## src/rtl/nibble_serial_adder.sv

```systemverilog
// Bit-serial-by-nibble adder: one 4-bit ripple slice reused across
// NIBBLES cycles, carry held in a register between nibbles.

module nibble_rca4 (
   input  logic [3:0] i_a,
   input  logic [3:0] i_b,
   input  logic       i_cin,
   output logic [3:0] o_sum,
   output logic       o_cout
);

   logic [4:0] w_c;

   assign w_c[0] = i_cin;

   for (genvar k = 0; k < 4; k++) begin : g_fa
      assign o_sum[k]  = i_a[k] ^ i_b[k] ^ w_c[k];
      assign w_c[k+1]  = (i_a[k] & i_b[k])
                       | (w_c[k] & (i_a[k] ^ i_b[k]));
   end

   assign o_cout = w_c[4];

endmodule

module nibble_serial_adder #(
   parameter int WIDTH = 16
) (
   input  logic             clk,
   input  logic             rst,
   input  logic             in_valid,
   output logic             in_ready,
   input  logic [WIDTH-1:0] a,
   input  logic [WIDTH-1:0] b,
   input  logic             cin,
   output logic             out_valid,
   input  logic             out_ready,
   output logic [WIDTH-1:0] sum,
   output logic             cout
);

   localparam int NIBBLES = WIDTH / 4;
   localparam int CW      = (NIBBLES > 1) ? $clog2(NIBBLES) : 1;

   typedef enum logic [1:0] {
      S_IDLE,
      S_RUN,
      S_DONE
   } state_t;

   state_t           r_state;
   logic [WIDTH-1:0] r_a;
   logic [WIDTH-1:0] r_b;
   logic [WIDTH-1:0] r_acc;
   logic             r_carry;
   logic [CW-1:0]    r_cnt;
   logic             r_in_ready;
   logic             r_out_valid;
   logic [WIDTH-1:0] r_sum;
   logic             r_cout;

   logic [3:0]       w_nsum;
   logic             w_ncout;
   logic             w_last;
   logic             w_accept;
   logic [WIDTH-1:0] w_acc_next;
   logic [WIDTH-1:0] w_a_next;
   logic [WIDTH-1:0] w_b_next;

   nibble_rca4 u_slice (
      .i_a    (r_a[3:0]),
      .i_b    (r_b[3:0]),
      .i_cin  (r_carry),
      .o_sum  (w_nsum),
      .o_cout (w_ncout)
   );

   // Result fills from the MSB end so nibble 0 lands at the bottom
   // after NIBBLES shifts; the WIDTH==4 case has nothing to shift.
   if (NIBBLES == 1) begin : g_one
      assign w_acc_next = w_nsum;
      assign w_a_next   = '0;
      assign w_b_next   = '0;
   end else begin : g_many
      assign w_acc_next = {w_nsum, r_acc[WIDTH-1:4]};
      assign w_a_next   = {4'b0000, r_a[WIDTH-1:4]};
      assign w_b_next   = {4'b0000, r_b[WIDTH-1:4]};
   end

   assign w_last   = (r_cnt == CW'(NIBBLES - 1));
   assign w_accept = in_valid && r_in_ready;

   always_ff @(posedge clk) begin
      if (rst) begin
         r_state     <= S_IDLE;
         r_a         <= '0;
         r_b         <= '0;
         r_acc       <= '0;
         r_carry     <= 1'b0;
         r_cnt       <= '0;
         r_in_ready  <= 1'b1;
         r_out_valid <= 1'b0;
         r_sum       <= '0;
         r_cout      <= 1'b0;
      end else begin
         unique case (r_state)
            S_IDLE: begin
               if (w_accept) begin
                  r_a        <= a;
                  r_b        <= b;
                  r_carry    <= cin;
                  r_cnt      <= '0;
                  r_in_ready <= 1'b0;
                  r_state    <= S_RUN;
               end
            end
            S_RUN: begin
               r_acc   <= w_acc_next;
               r_a     <= w_a_next;
               r_b     <= w_b_next;
               r_carry <= w_ncout;
               r_cnt   <= r_cnt + CW'(1);
               if (w_last) begin
                  r_sum       <= w_acc_next;
                  r_cout      <= w_ncout;
                  r_out_valid <= 1'b1;
                  r_state     <= S_DONE;
               end
            end
            S_DONE: begin
               if (out_ready) begin
                  r_out_valid <= 1'b0;
                  r_in_ready  <= 1'b1;
                  r_state     <= S_IDLE;
               end
            end
            default: begin
               r_out_valid <= 1'b0;
               r_in_ready  <= 1'b1;
               r_state     <= S_IDLE;
            end
         endcase
      end
   end

   assign in_ready  = r_in_ready;
   assign out_valid = r_out_valid;
   assign sum       = r_sum;
   assign cout      = r_cout;

endmodule

```

## config.mk

```make
export PLATFORM = sky130hd
export DESIGN_NAME = nibble_serial_adder
export DESIGN_NICKNAME = d
export VERILOG_FILES = /design/src/rtl/nibble_serial_adder.sv
export SDC_FILE = /design/constraint.sdc
export NUM_CORES = 1
export LEC_CHECK = 0
export BUFFER_PORTS_ARGS = -buffer_cell sky130_fd_sc_hd__buf_2
export CAP_MARGIN = 10
export CORE_MARGIN = 2
export CORE_UTILIZATION = 55
export CTS_CLUSTER_DIAMETER = 100
export DETAILED_ROUTE_END_ITERATION = 8
export GPL_TIMING_DRIVEN = 0
export HOLD_SLACK_MARGIN = 0.05
export PLACE_DENSITY = 0.78
export SETUP_SLACK_MARGIN = 0.5
export SLEW_MARGIN = 20
export SYNTH_ARGS = -nofsm -noshare
export SYNTH_HDL_FRONTEND = slang
export SYNTH_SLANG_ARGS = --single-unit
```

## constraint.sdc

```tcl
create_clock -name clk -period 3.7 [get_ports clk]
set_input_delay 0.555 -clock clk [delete_from_list [all_inputs] [get_ports clk]]
set_output_delay 0.555 -clock clk [all_outputs]
set_load 0.01 [all_outputs]
```

After elaboration in Yosys (flattened, before gate mapping)
Cells that the tools add are included.
{"block": "totals", "register_bits": 72, "inputBits": 37, "out_inout_bits": 19, "wordCells": 65}
{"block": "op_classes", "add_sub_neg": 1, "n_eq_ne": 6, "muxes": 18, "bitwise": 22, "n_reduce_logical": 8}
{"op": "16-bit case mux with 2 select lines", "count": 2}
{"op": "16-bit two-way mux", "count": 2}
{"op": "3-bit AND reduction", "count": 3}
{"op": "1-bit AND", "count": 8}
{"op": "2-bit two-way mux", "count": 4}
{"op": "1-bit bitwise XOR", "count": 8}
{"op": "2-bit != test (second input constant)", "count": 3}
{"op": "1-bit case mux with 3 select lines", "count": 2}
{"op": "2-bit case mux with 3 select lines", "count": 1}
{"op": "1-bit two-way mux", "count": 5}
{"op": "2-bit equality test (second input constant)", "count": 2}
{"op": "1-bit OR", "count": 4}
{"op": "2-bit case mux with 2 select lines", "count": 1}
{"op": "2-bit AND reduction", "count": 2}
{"op": "2-bit by 1-bit adder with 2-bit output (second input constant)", "count": 1}
{"op": "2-bit by 1-bit equality test with 1-bit output (second input constant)", "count": 1}
{"op": "2-bit logical NOT", "count": 1}
{"op": "1-bit inverter", "count": 2}
{"op": "1-bit case mux with 2 select lines", "count": 1}
{"op": "2-bit nonzero test", "count": 1}
{"op": "1-bit logical AND", "count": 1}

Depth between registers and ports, before layout
Gate-level depths: netlist of the first run.
{"block": "depth", "ltp_word": 10, "depth_mapped": 9, "mapped_depth_nobuf": 9}

By module
A second synthesis of the first run with hierarchy kept.
{"block": "unflattened", "cells_unflattened": 332, "area_unflattened_um2": 3060.4}
{"mod": "nibble_serial_adder", "instances": 1, "cells_per_inst": 318, "area_each_um2": 2942.8, "seq_area_each_um2": 1361.3}
{"mod": "nibble_rca4", "instances": 1, "cells_per_inst": 14, "area_each_um2": 117.6, "seq_area_each_um2": 0.0}

Worst setup path after synthesis of the first run
OpenSTA, ideal clock, no wires.
{"block": "synth_timing", "kind": "register to register", "start": "register r_a[0]", "end": "register r_acc[15]", "setup_time_ns": 0.086, "arrival_time_ns": 1.968, "required_ns": 3.614, "slack_ns": 1.647, "stages_incl_launch_ff": 9, "n_path_buf": 0, "period_less_slack_ns": 2.053, "cell_sequence": "dfxtp_1 -> fa_1 -> inv_1 -> fa_1 -> inv_1 -> fa_1 -> inv_1 -> fa_1 -> a211oi_1"}
{"block": "synth_between", "elab_chain_len": 8, "word_cells_on_any_way": 9, "cone_classes": "bitwise (9)"}
{"item": "start: declaration", "line_no": "52", "rtl": "logic [WIDTH-1:0] r_a;"}
{"item": "start signal: assignment", "line_no": "119", "rtl": "r_a <= w_a_next;"}
{"item": "1-bit bitwise XOR", "line_no": "19", "rtl": "| (w_c[k] & (i_a[k] ^ i_b[k]));"}
{"item": "1-bit AND", "line_no": "19"}
{"item": "1-bit OR *", "line_no": "19"}
{"item": "1-bit AND *", "line_no": "19"}
{"item": "1-bit OR *", "line_no": "19"}
{"item": "1-bit AND *", "line_no": "19"}
{"item": "1-bit OR *", "line_no": "19"}
{"item": "1-bit bitwise XOR *", "line_no": "17", "rtl": "assign o_sum[k] = i_a[k] ^ i_b[k] ^ w_c[k];"}
{"item": "end signal: assignment", "line_no": "118", "rtl": "r_acc <= w_acc_next;"}
{"item": "end: declaration", "line_no": "54", "rtl": "logic [WIDTH-1:0] r_acc;"}
Mark *: on every way between the ends. The rest lies on a longest branch, timed or not.
A chain may end at the register's enable or synchronous reset.

Worst setup path in the final report of the first run
{"block": "layout_timing", "start": "register r_a[0]", "end": "register r_sum[15], in the netlist sum[15]"}
{"block": "layout_between", "elab_chain_len": 8, "word_cells_on_any_way": 9, "cone_classes": "bitwise (9)"}
{"item": "1-bit bitwise XOR", "line_no": "19"}
{"item": "1-bit AND", "line_no": "19"}
{"item": "1-bit OR *", "line_no": "19"}
{"item": "1-bit AND *", "line_no": "19"}
{"item": "1-bit OR *", "line_no": "19"}
{"item": "1-bit AND *", "line_no": "19"}
{"item": "1-bit OR *", "line_no": "19"}
{"item": "1-bit bitwise XOR *", "line_no": "17"}
{"item": "end signal: assignment", "line_no": "124", "rtl": "r_sum <= w_acc_next;"}
{"item": "end: declaration", "line_no": "59", "rtl": "logic [WIDTH-1:0] r_sum;"}
Marked as above.

==> results of run 1 <==
[cell usage in the layout (no fill, tap or decap)]
cell,count
nand3_1,2
dfxtp_1,68
nor3b_1,1
ha_1,1
nand2_4,1
nand2b_1,2
nor3_1,28
and4bb_2,1
fa_1,4
buf_12,1
mux2_2,1
and2b_1,1
clkbuf_1,8
a311oi_1,8
clkinv_4,1
a21o_1,1
inv_1,8
mux2i_1,3
nor2_1,12
nand3b_2,1
clkinv_2,2
bufinv_16,1
buf_2,64
nand2_1,102
buf_4,6
a311oi_2,16
a31oi_1,2
nand3b_1,2
clkbuf_8,10
a32oi_1,4
buf_8,2
a211oi_1,5
o21ai_0,1
and3b_1,2
buf_6,4
or2_2,1
a21oi_1,29
clkinvlp_4,2
[worst min-delay path: stages]
cell	delay [ps]
buf_2	80
a32oi_1	40
nor2_1	70
[area by class of cell]
cell class	instances	area [sq um]
plain buffers	31	220
clock inverters	6	63.8
well taps	70	87.6
inverters	8	30.0
repair buffers	54	270
clock buffers	10	138
multi-input cells	231	1370
flip-flops and latches	68	1360
fillers	406	1640
[report_power, final]
group	total, mW	switching, mW	internal (mW)
Clock	0.619	0.291	0.328
Combinational	0.260	0.148	0.111
Sequential	0.806	0.0297	0.776
Total	1.69	0.469	1.22
[worst max path at each step]
stage / from / end / slack, ps / cells past startpoint
finish: r_a[0] / sum[15] / 1460 / 8
global placement: r_a[0] / r_acc[15] / 1540 / 8
CTS: r_a[0] / sum[15] / 1460 / 8
global route: r_b[0] / sum[15] / 1310 / 8
detailed placement: r_a[0] / sum[15] / 1480 / 8
floorplan: r_a[0] / r_acc[15] / 1650 / 8
[cells by family (layout without fill, tap and decap cells)]
group	count (synthesis)	count (layout)	synth area share [%]
AOI/OAI and AO/OA	66	66	18.6
adders and majority gates	5	5	3.11
buffers and inverters	39	109	8.40
DFF	68	68	45.7
muxes	4	4	1.39
and+or+nand+nor	156	156	22.8
[synthesized netlist by cell type (all sizes together) (2+ instances only)]
cell type | instances | area share, %
mux2i | 3 | 1.0
a311oi | 24 | 10
buf | 23 | 6.4
nand3b | 3 | 0.88
nand3 | 2 | 0.34
fa | 4 | 2.7
clkbuf | 8 | 1.0
a211oi | 5 | 1.3
nor3 | 28 | 4.7
a32oi | 4 | 1.2
nor2 | 12 | 1.5
dfxtp | 68 | 46
inv | 8 | 1.0
nand2b | 2 | 0.42
and3b | 2 | 0.59
nand2 | 103 | 13
a21oi | 29 | 4.9
a31oi | 2 | 0.42
[per-layer routing]
metal  wire [microns]  GRT usage [%]  vias up
li1                 -              -     1289
met1             3190           32.3     1229
met2             3390           42.0       69
met3              372           4.53       11
met4              119           12.7        0
met5                0              0        -
[metrics by stage]
stage / hold slack, ps / std cells / utilization, %
after floorplan: 432 / 338 / -
after global placement: 440 / 462 / 64.5
after detailed placement: 445 / 462 / 64.5
after CTS: 432 / 478 / 68.4
after global routing: 473 / 478 / 68.4
final: 439 / 478 / 68.4
[state kept, by name (all words and copies together) (netlist names)]
register	cells
in_ready	1
sum	16
out_valid	1
r_state	2
r_cnt	2
cout	1
r_a	16
r_b	16
r_acc	12
r_carry	1
==> impl_metrics.yaml, run 1 <==
outcome:
  status: "complete, no violations"
place:
  port_buffers: 54
  gp_congestion: 0.832
  postPlaceCellArea_sq_um: 3340
  hpwl_microns: 5050
  post-place-ws_ps: 1480
layout:
  drive_above_1_share_pct: 27.9
  diodes: 0
  synthToLayoutAreaGrowth_pct: 18.8
  fin_area_sq_um: 3540
  nets: 445
synthesis:
  avgSynthCellArea_sq_um: 8.81
  syn-num-nets: 380
  synth_cell_types: 33
  synth_area_sq_um: 2980
  synth_seq_cells: 68
  synth_async_sr_flop_share_pct: 0
  ys_warn_count: 0
  synthFlopType: "dfxtp_1"
  synth_cells: 338
  synth_edf_count: 0
  ys_seq_area_share_pct: 45.7
floorplan:
  dieArea_sq_um: 6020
  die_height_microns: 77.6
  die_w_microns: 77.6
  core_sq_um: 5170
  io_pins: 56
  initial_core_util_pct: 57.6
  num_rows: 26
timing:
  hold_viol_final: 0
  fmax_mhz: 446
  clock_skew_ps: 10.5
  setup_viol: 0
  finalSetupTns_ps: 0
  layout_setup_ws_ps: 1460
  slew_headroom_pct: 57.9
  rsz0062_at_grt: "false"
  min_period_ps: 2240
  tightest_slew_ps: 631
  slew_viol_final: 0
  fin_crit_sh_pct: 60.6
global_routing:
  gr-total-overflow: 0
  grt_use_total_pct: 25.6
  grt_max_degree: 13
  grt_pass1_vias: 2550
  antenna_found_initial: 0
  grt_first_pass_wirelength_microns: 12000
routing:
  drcViolationCount: 0
  dr.pass1.iters: 4
  wl_microns: 7080
  via_per_inst: 5.44
  via_count: 2598
  antenna_left: 0
  drt_iter0_drc: 158
  routedWlPerCell_microns: 14.8
critical_path:
  crit_path_max_fanout: 2
  path_buf_inv: 3
  r2r_start: "r_a[0]"
  r2r-end: "sum[15]"
  start_kind: "flop"
  cp_top_family: "adder cells"
  cp_common_cell: "fa_1"
  crit_path_end_kind: "flop"
  rrSetupSlack_ps: 1460
  r2r_cells: 8
  worstSetupPathType: "reg -> reg"
  max_stage_delay_ps: 460
  arrival_ps: 2500
  slowest_stage: "fa_1"
  cp_data_required_time_ps: 3960
  path_cells: "fa_1 -> inv_1 -> fa_1 -> inv_1 -> fa_1 -> inv_1 -> fa_1 -> a211oi_1"
power:
  p_per_area_nw_per_um2: 476
  p_total_mw: 1.69
  vdd.ir_drop.worst_uv: 260
  p_leak_nw: 1.41
clock_network:
  cts-root-buf: "clkbuf_8"
  cts_setup_buffers: 0
  insertion_delay_ps: 340
  cts_hold_buf: 0
  cts_buffer_depth: 2
  clock_sinks: 68
  clk_pin_slew_worst_paths_ps: 80
  htree_levels: 3
  ctsResizeCount: 0
  cts_tree: "built"
  tritoncts.num_buffers: 9
hold_path:
  min_path_type: "in -> reg"
  min_to: "r_b[15]"
  hold_path_depth: 3
  hold_start: "b[15]"
job:
  max_cap_viol_count: 0
Power figures use the tool's default switching activity.
==> run 2, diff against run 1 <==
- clock period: 3.7 -> 2.1 ns (I/O delays scaled with it)
==> impl_metrics.yaml, run 2 (synthesized netlist as in run 1, its figures left out) <==
outcome:
  status: "complete, but fails checks"
  violations: "setup timing"
layout:
  synthToLayoutAreaGrowth_pct: 20.0
  nets: 445
  layout_commonest_cell: "nand2_1"
  final_core_util_pct: 69.1
  diodes: 0
  drive_above_1_share_pct: 31.6
  layout_common_cells: "nand2_1 (100), dfxtp_1 (65), buf_2 (64)"
  fin_cells: 478
power:
  p_leak_nw: 1.42
  combPwrFrac_pct: 15.8
  p_sw_uw: 809
  p_per_area_nw_per_um2: 838
  vdd.ir_drop.worst_uv: 468
  p_seq_share_pct: 47.5
  p_int_mw: 2.18
  p_clk_share_pct: 36.7
  swShare_pct: 27.0
global_routing:
  grt_max_degree: 12
  grt_use_total_pct: 24.8
  grt-busiest-layer: "met2"
  grt_use_met1_pct: 34.0
  met2_usage_pct: 40.0
  antenna_found_initial: 0
  grt_pass1_vias: 2513
  gr-total-overflow: 0
  use_met3_pct: 4.19
  grt_first_pass_wirelength_microns: 11900
clock_network:
  clock_sinks: 68
  cts_tree: "built"
  clk_pin_slew_worst_paths_ps: 70
  cts_hold_buf: 0
  cts_buffer_depth: 2
  cts_setup_buffers: 0
  htree_levels: 3
  cts-root-buf: "clkbuf_8"
  insertion_delay_ps: 340
  tritoncts.num_buffers: 9
timing:
  min_period_ps: 2120
  hold_viol_final: 0
  tightest_slew_ps: 641
  fin_crit_sh_pct: 101
  setup_viol: 2
  clock_skew_ps: 6.31
  rsz0062_at_grt: "true"
  slew_viol_final: 0
  layout_setup_ws_ps: -22.2
  fmax_mhz: 471
  slew_headroom_pct: 57.2
critical_path:
  worstSetupPathType: "reg -> reg"
  start_kind: "flop"
  crit_path_max_fanout: 2
  crit_path_end_kind: "flop"
  crit_start: "r_carry"
  r2r_start: "r_carry"
  rrSetupSlack_ps: -20
  cp_data_required_time_ps: 2360
  arrival_ps: 2380
hold_path:
  hold_start: "b[15]"
  min_path_type: "in -> reg"
floorplan:
  io_pins: 56
  dieArea_sq_um: 6020
  initial_core_util_pct: 57.6
  die_height_microns: 77.6
  die_w_microns: 77.6
  num_rows: 26
  core_sq_um: 5170
routing:
  dr.pass1.iters: 5
  via_per_inst: 5.51
  drt_iter0_drc: 210
  via_count: 2635
  wl_microns: 7000
  routedWlPerCell_microns: 14.6
  antenna_left: 0
  drcViolationCount: 0
place:
  post-place-ws_ps: -41.8
  gp_congestion: 0.865
  dpl.cell_count: 462
  hpwl_microns: 4970
  port_buffers: 54
job:
  max_cap_viol_count: 0
[run 2: cell types whose count changed in the layout (fill, tap and decap cells not counted), moves of 3 or more]
cell	previous run	this run
inv_1	8	5
fa_2	0	4
dfxtp_1	68	65
dfxtp_2	0	3
inv_2	0	3
fa_1	4	0
[run 2: worst paths after layout]
path	endpoint	depth (start not counted)
min reg2reg	sum[10]	2
max reg2reg	r_acc[15]	8
min	r_b[15]	3
max	r_acc[15]	8
[run 2: power by group through the flow]
stage | combinational [mW] | clock [mW] | sequential [mW]
after floorplan | 0.333 | 0 | 1.43
after global placement | 0.446 | 0 | 1.45
after detailed placement | 0.455 | 0 | 1.45
after CTS | 0.464 | 1.10 | 1.42
after global routing | 0.521 | 1.16 | 1.43
final | 0.472 | 1.10 | 1.42
[run 2: cell type report]
| type | count | area [sq um] |
|---|---|---|
| clock buffers | 12 | 155 |
| well taps | 70 | 87.6 |
| multi-input cells | 231 | 1400 |
| plain buffers | 31 | 220 |
| fillers | 436 | 1600 |
| clock inverters | 4 | 47.5 |
| flip-flops and latches | 68 | 1370 |
| inverters | 8 | 30.0 |
| repair buffers | 54 | 270 |
[run 2: metrics by stage]
| stage | total power, mW | setup TNS [ps] | hold WS (ps) | instance area [sq um] |
|---|---|---|---|---|
| floorplan | 1.77 | 0 | 432 | 2990 |
| global placement | 1.89 | -30.4 | 440 | 3350 |
| detailed placement | 1.90 | -64.1 | 444 | 3350 |
| CTS | 2.98 | -33.6 | 201 | 3560 |
| global route | 3.11 | -132 | 209 | 3570 |
| finish | 2.99 | -31.0 | 205 | 3570 |
[run 2: worst max-delay path, cell delays in order, from the launching register on]
cell	delay (ps)
dfxtp_2	340
fa_2	390
inv_2	70
fa_2	180
inv_2	40
fa_2	330
inv_2	60
fa_2	450
a211oi_2	190
[run 2: what timing repair did]
action / in CTS / in global routing
gates resized for setup: 4 / 5
endpoints found under the setup margin: 6 / 7
pin swaps: 3 / 0
[run 2: routing by layer]
metal | up-vias | share of wire [%]
li1 | 1292 | -
met1 | 1250 | 46
met2 | 82 | 48
met3 | 11 | 4.9
met4 | 0 | 1.2
met5 | - | 0
